**src/rtl/mux_4_1_arbiter.sv**
```systemverilog
// mux_4_1_arbiter: four-requester round-robin arbiter with a bounded hold time
// and a registered 4:1 data mux steered by the current owner.
module mux_4_1_arbiter #(
    parameter int WIDTH    = 8,
    parameter int MAX_HOLD = 4
) (
    input  logic               clk,
    input  logic               rst,
    input  logic [3:0]         req,
    input  logic [4*WIDTH-1:0] I,
    output logic [3:0]         gnt,
    output logic [1:0]         s,
    output logic               valid,
    output logic [WIDTH-1:0]   Y
);

    typedef enum logic {
        IDLE  = 1'b0,
        GRANT = 1'b1
    } state_t;

    localparam logic [3:0] HOLD_LIMIT = 4'(MAX_HOLD);

    state_t     state_reg;
    logic [1:0] owner_reg;
    logic [1:0] last_reg;
    logic [3:0] cnt_reg;

    // Split the flat data bus into addressable lanes.
    logic [WIDTH-1:0] lanes [4];

    genvar gi;
    generate
        for (gi = 0; gi < 4; gi++) begin : g_lane
            assign lanes[gi] = I[gi*WIDTH +: WIDTH];
        end
    endgenerate

    // One-hot mask of the current owner, used to exclude it from re-arbitration.
    logic [3:0] owner_mask;
    always_comb begin
        owner_mask = 4'b0001 << owner_reg;
    end

    // Search base and candidate set: from IDLE search after last over all
    // requests; from GRANT search after the owner with the owner excluded.
    logic [1:0] search_base;
    logic [3:0] req_masked;
    always_comb begin
        search_base = last_reg;
        req_masked  = req;
        if (state_reg == GRANT) begin
            search_base = owner_reg;
            req_masked  = req & ~owner_mask;
        end
    end

    // Rotating priority search: first set bit at base+1, base+2, ... modulo 4.
    logic       pick_found;
    logic [1:0] pick_idx;
    always_comb begin
        pick_found = 1'b0;
        pick_idx   = 2'd0;
        for (int k = 1; k <= 4; k++) begin
            if (!pick_found && req_masked[search_base + 2'(k)]) begin
                pick_found = 1'b1;
                pick_idx   = search_base + 2'(k);
            end
        end
    end

    // Release when the owner stops requesting, or when its hold budget is
    // spent and someone else is waiting.
    logic hold_spent;
    logic others_waiting;
    logic release_now;
    always_comb begin
        hold_spent     = (cnt_reg == HOLD_LIMIT);
        others_waiting = |(req & ~owner_mask);
        release_now    = !req[owner_reg] || (hold_spent && others_waiting);
    end

    // Arbiter FSM with all outputs registered.
    always_ff @(posedge clk) begin
        if (rst) begin
            state_reg <= IDLE;
            owner_reg <= 2'd0;
            last_reg  <= 2'd3;
            cnt_reg   <= 4'd0;
            gnt       <= 4'b0000;
            s         <= 2'd0;
            valid     <= 1'b0;
            Y         <= '0;
        end else begin
            case (state_reg)
                IDLE: begin
                    if (pick_found) begin
                        state_reg <= GRANT;
                        owner_reg <= pick_idx;
                        cnt_reg   <= 4'd1;
                        gnt       <= 4'b0001 << pick_idx;
                        s         <= pick_idx;
                        valid     <= 1'b1;
                        Y         <= lanes[pick_idx];
                    end else begin
                        gnt   <= 4'b0000;
                        valid <= 1'b0;
                    end
                end
                GRANT: begin
                    if (release_now) begin
                        last_reg <= owner_reg;
                        if (pick_found) begin
                            // Hand over directly, no idle gap.
                            owner_reg <= pick_idx;
                            cnt_reg   <= 4'd1;
                            gnt       <= 4'b0001 << pick_idx;
                            s         <= pick_idx;
                            valid     <= 1'b1;
                            Y         <= lanes[pick_idx];
                        end else begin
                            state_reg <= IDLE;
                            gnt       <= 4'b0000;
                            valid     <= 1'b0;
                        end
                    end else begin
                        if (cnt_reg < HOLD_LIMIT) begin
                            cnt_reg <= cnt_reg + 4'd1;
                        end
                        Y <= lanes[owner_reg];
                    end
                end
                default: begin
                    state_reg <= IDLE;
                    gnt       <= 4'b0000;
                    valid     <= 1'b0;
                end
            endcase
        end
    end

endmodule

```
**config.mk**
```make
export PLATFORM = sky130hd
export DESIGN_NAME = mux_4_1_arbiter
export DESIGN_NICKNAME = d
export VERILOG_FILES = /design/src/rtl/mux_4_1_arbiter.sv
export SDC_FILE = /design/constraint.sdc
export NUM_CORES = 1
export LEC_CHECK = 0
export ABC_CLOCK_PERIOD_IN_PS = 2700
export CORE_ASPECT_RATIO = 0.7
export CORE_MARGIN = 2
export CORE_UTILIZATION = 48
export CTS_BUF_LIST = sky130_fd_sc_hd__clkbuf_8 sky130_fd_sc_hd__clkbuf_16
export DETAILED_ROUTE_END_ITERATION = 7
export PLACE_DENSITY = 0.87
export RECOVER_POWER = 50
export SLEW_MARGIN = 0
export SYNTH_ARGS = -nofsm -noshare
export SYNTH_HDL_FRONTEND = slang
export SYNTH_SLANG_ARGS = --single-unit
```
**constraint.sdc**
```tcl
create_clock -name clk -period 2.7 [get_ports clk]
set_input_delay 0.27 -clock clk [delete_from_list [all_inputs] [get_ports clk]]
set_output_delay 0.27 -clock clk [all_outputs]
set_load 0.01 [all_outputs]
```
# Yosys cells after proc, flatten, opt, wreduce, memory -nomap -nowiden

Cells that the tools add are included.

$add $sub $neg: 4
Order comparisons: 8
Equal/unequal tests: 3
Shifts and indexed selects: 2
Mux-type cells: 47
Bitwise gates (word level): 5
Reduce and logical (&&, ||, !) cells: 11

Operator list:

| cell                                                                          | number |
|---|---|
| 8-bit two-way mux                                                             | 6 |
| 8-bit binary-select mux with 2-bit select                                     | 2 |
| 4-bit two-way mux                                                             | 6 |
| 2-bit two-way mux                                                             | 9 |
| 4-bit one-hot mux with 2 select lines                                         | 2 |
| 8-bit one-hot mux with 2 select lines                                         | 1 |
| 2-bit by 3-bit less-than comparator with 1-bit output (second input constant) | 5 |
| 1-bit two-way mux                                                             | 12 |
| 1-bit binary-select mux with 2-bit select                                     | 5 |
| 2-bit one-hot mux with 2 select lines                                         | 2 |
| 1-bit by 2-bit left shift with 4-bit output (first input constant)            | 2 |
| 3-bit greater-or-equal comparator (second input constant)                     | 2 |
| 2-bit inverter with 3-bit output                                              | 2 |
| 2-bit adder (second input constant)                                           | 2 |
| 4-bit by 1-bit adder with 4-bit output (second input constant)                | 1 |
| 4-bit AND                                                                     | 1 |
| 4-bit by 3-bit == test with 1-bit output (second input constant)              | 1 |
| 1-bit logical AND                                                             | 4 |
| 1-bit logical NOT                                                             | 4 |
| 4-bit by 3-bit less-than comparator with 1-bit output (second input constant) | 1 |
| 4-bit inverter                                                                | 1 |
| 1-bit one-hot mux with 2 select lines                                         | 2 |
| 4-bit OR reduction                                                            | 1 |
| 3-bit by 1-bit != test with 1-bit output (second input constant)              | 1 |
| other kinds (5)                                                               | 5 |

Register bits after elaboration: 24
Input port bits: 38
Output and inout bits: 15
Word-level logic and storage cells: 88

# Logic depth before layout (Yosys ltp)

Depth after elaboration: 23
Mapped depth: 10
Depth with buffers taken out: 8

# Least setup slack after synthesis

OpenSTA, ideal clock, no wires.

Path kind: register to register
From: reg s[0] (netlist name)
To: reg Y[7]
Library setup time: 0.122 ns
Arrival: 2.089 ns
Required time: 2.578 ns
Path slack: 0.489 ns
Cell stages (with the launch flop): 10
Cell sequence: dfxtp_1 > buf_6 > mux2i_2 > mux2_4 > or3_1 > buf_6 > o21ai_4 > buf_6 > a2111oi_1 > a311o_1

RTL lines:

| item                 | line | source |
|---|---|---|
| end signal, assigned | 104  | `Y <= lanes[pick_idx];` |
| end signal, assigned | 120  | `Y <= lanes[pick_idx];` |
| end signal, assigned | 130  | `Y <= lanes[owner_reg];` |
| end, declared        | 14   | `output logic [WIDTH-1:0] Y` |

==> flow_summary.ini <==
[drt]
firstDrtPassIters = 4
viasPerCell = 6.31
drt_iter0_markers = 155
drt-wirelength-per-cell_um = 17.7
drt-total-wl_um = 5340
ant_nets = 0
drcViolationCount = 0
dr_total_vias = 1906

[setup_path]
endpoint_kind = register
cp_max_fo = 14
worstPathArrival_ns = 2.73
critical_path_required_ns = 2.86
path_class = register to register
cp-start-kind = register
reg2reg_slack_ns = 0.13

[grt]
busiest_layer = met2
use_met3_pct = 4.58
antenna_found_initial = 0
track_usage_pct = 26.4
overflow = 0
grt_pass1_wl_um = 9160
grt_pass1_vias = 1960
grtUsageMet1_pct = 37.2
met2_usage_pct = 41.9
grt_max_degree = 15

[floorplan]
row_count = 18
die_w_um = 77.4
die_y_um = 55.4
io_pins = 53
initial_core_util_pct = 50.9
core_um2 = 3560
die_area_um2 = 4290

[power_and_ir_drop]
cellLeakagePower_uw = 0.000925
p_sw_share_pct = 37.1
p_comb_share_pct = 50.7
powerDensity_nw_per_um2 = 632
sequentialPowerShare_pct = 29.0
ir_drop_uv = 274
p_sw_uw = 578
pwr-share-clk_pct = 20.4
intPower_uw = 980

[placed_design]
dp_cells = 298
gp_congestion = 0.851
numPortBuffers = 52
dp_hpwl_um = 4030

[timing]
fin_crit_ns = 2.57
tns_ns = 0
finalMaxSlewViolations = 0
worstMarginPinSlew_ns = 0.634
hold_violations = 0
fmaxAchievable_ghz = 0.389
period_share_pct = 95.2
worst_clock_skew_ns = 0.00948
rsz0062_at_grt = false
setup_viol = 0
slew_headroom_pct = 57.6

[yosys]
avgSynthCellArea_um2 = 9.14
yosysUniqueCellTypes = 51
ys_dominant_reg_cell = dfxtp_1
synth_edf_count = 0
synth_cells = 198
ys_seq_area_share_pct = 24.3
ys_ff_latch = 22
synthesis.nets = 238
yosys_warnings = 0
async_flop_share_pct = 0
syn_area_um2 = 1810

[clock_tree]
htreeDepth = 1
numCtsBuffers = 3
clkTransAtPathRegs_ns = 0.09
postCtsSetupBuffers = 0
cts_tree = built
ctsHoldBuffers = 0
numClockSinks = 22
cts_buffer_depth = 2
ctsRootBufferMaster = clkbuf_8
insertion_delay_ns = 0.27
cts_resized = 0

[finish]
antennaDiodeCount = 0
drive_gt1_share_pct = 17.5
fill_cells = 293
largest_register_ffs = 8
finalNonFillerCells = 302
nNetsFinal = 293
post-route-util_pct = 69.3
areaGrowthSynthToFinish_pct = 36.2

[flow_run]
drv_cap = 0

[hold_path]
worst_hold_path_type = register to register

[status]
outcome = finished, final reports clean
## worst max-delay path, cell delays in order, from the launching register on
cell       delay (ns)
dfxtp_1          0.61
mux2_2           0.39
o22a_1           0.22
or3_1            0.48
o21ai_2          0.31
a2111oi_1        0.10
a311o_1          0.35
## cell type report
class                           count  area (um^2)  area share, %
Clock buffer                        3         41.3           1.67
Clock inverter                      1         30.0           1.22
Inverter                            5         18.8          0.761
Multi-Input combinational cell    153         1230           50.0
Sequential cell                    22          440           17.9
Tap cell                           50         62.6           2.54
Timing Repair Buffer               68          641           26.0
## final timing paths
check | endpoint | cells after the start | start
min | gnt[2] | 2 | gnt[2]
max | Y[7] | 6 | s[0]
min reg2reg | gnt[2] | 2 | gnt[2]
max reg2reg | Y[7] | 6 | s[0]
## kinds of logic (layout without fill, tap and decap cells)
kind of cell	Yosys count	after routing	share of synthesized area [%]
AOI/OAI and AO/OA	77	77	33.3
and+or+nand+nor	50	50	13.7
muxes	24	24	20.1
buffers and inverters	23	77	7.19
DFF	22	22	24.3
adders and majority gates	2	2	1.38
## cell usage after synthesis, drive strengths merged (3+ instances only)
library cell | number | area share (%)
a2111oi | 13 | 8.1
clkbuf | 7 | 1.6
nor2 | 11 | 2.4
a21boi | 12 | 5.0
o22ai | 7 | 2.4
a21oi | 9 | 2.5
o21a | 4 | 1.7
mux2 | 3 | 2.1
mux2i | 12 | 6.8
buf | 11 | 4.6
dfxtp | 22 | 24
nor3 | 5 | 1.7
nand2 | 13 | 2.8
and2 | 3 | 1.0
nand3 | 11 | 3.0
o21ai | 13 | 4.4
mux4 | 9 | 11
inv | 5 | 1.0
## layer usage
layer	vias to the layer above	wire, um
met1	911	2340
li1	886	-
met4	0	36
met5	-	0
met2	105	2520
met3	4	447
## stage by stage
| step | hold WS [ns] | total power (uW) | instance area, um^2 | worst slack, ns |
|---|---|---|---|---|
| finish | 0.464 | 1560 | 2470 | 0.131 |
| global route | 0.496 | 1640 | 2470 | 0.00887 |
| CTS | 0.465 | 1570 | 2470 | 0.156 |
| detailed placement | 0.452 | 1260 | 2400 | 0.0514 |
| global placement | 0.445 | 1240 | 2400 | 0.102 |
| floorplan | 0.458 | 963 | 1810 | 0.489 |
## power by group through the flow
stage	Clock, uW	Sequential [uW]	Combinational (uW)
CTS	318	453	803
global route	329	460	851
finish	317	451	789
detailed placement	0	459	797
floorplan	0	454	509
global placement	0	459	779
## placed cells by master, fill, tap and decap left out, drive strengths merged, types with 4 or more instances in the layout
cell	count
dfxtp	22
nand3	11
clkdlybuf4s50	37
a21boi	12
o21ai	13
o21a	4
a21oi	9
nor3	5
mux4	9
nand2	13
mux2i	12
a2111oi	13
inv	5
dlygate4sd3	15
o22ai	7
nor2	11
buf	16
Power figures use the tool's default switching activity.
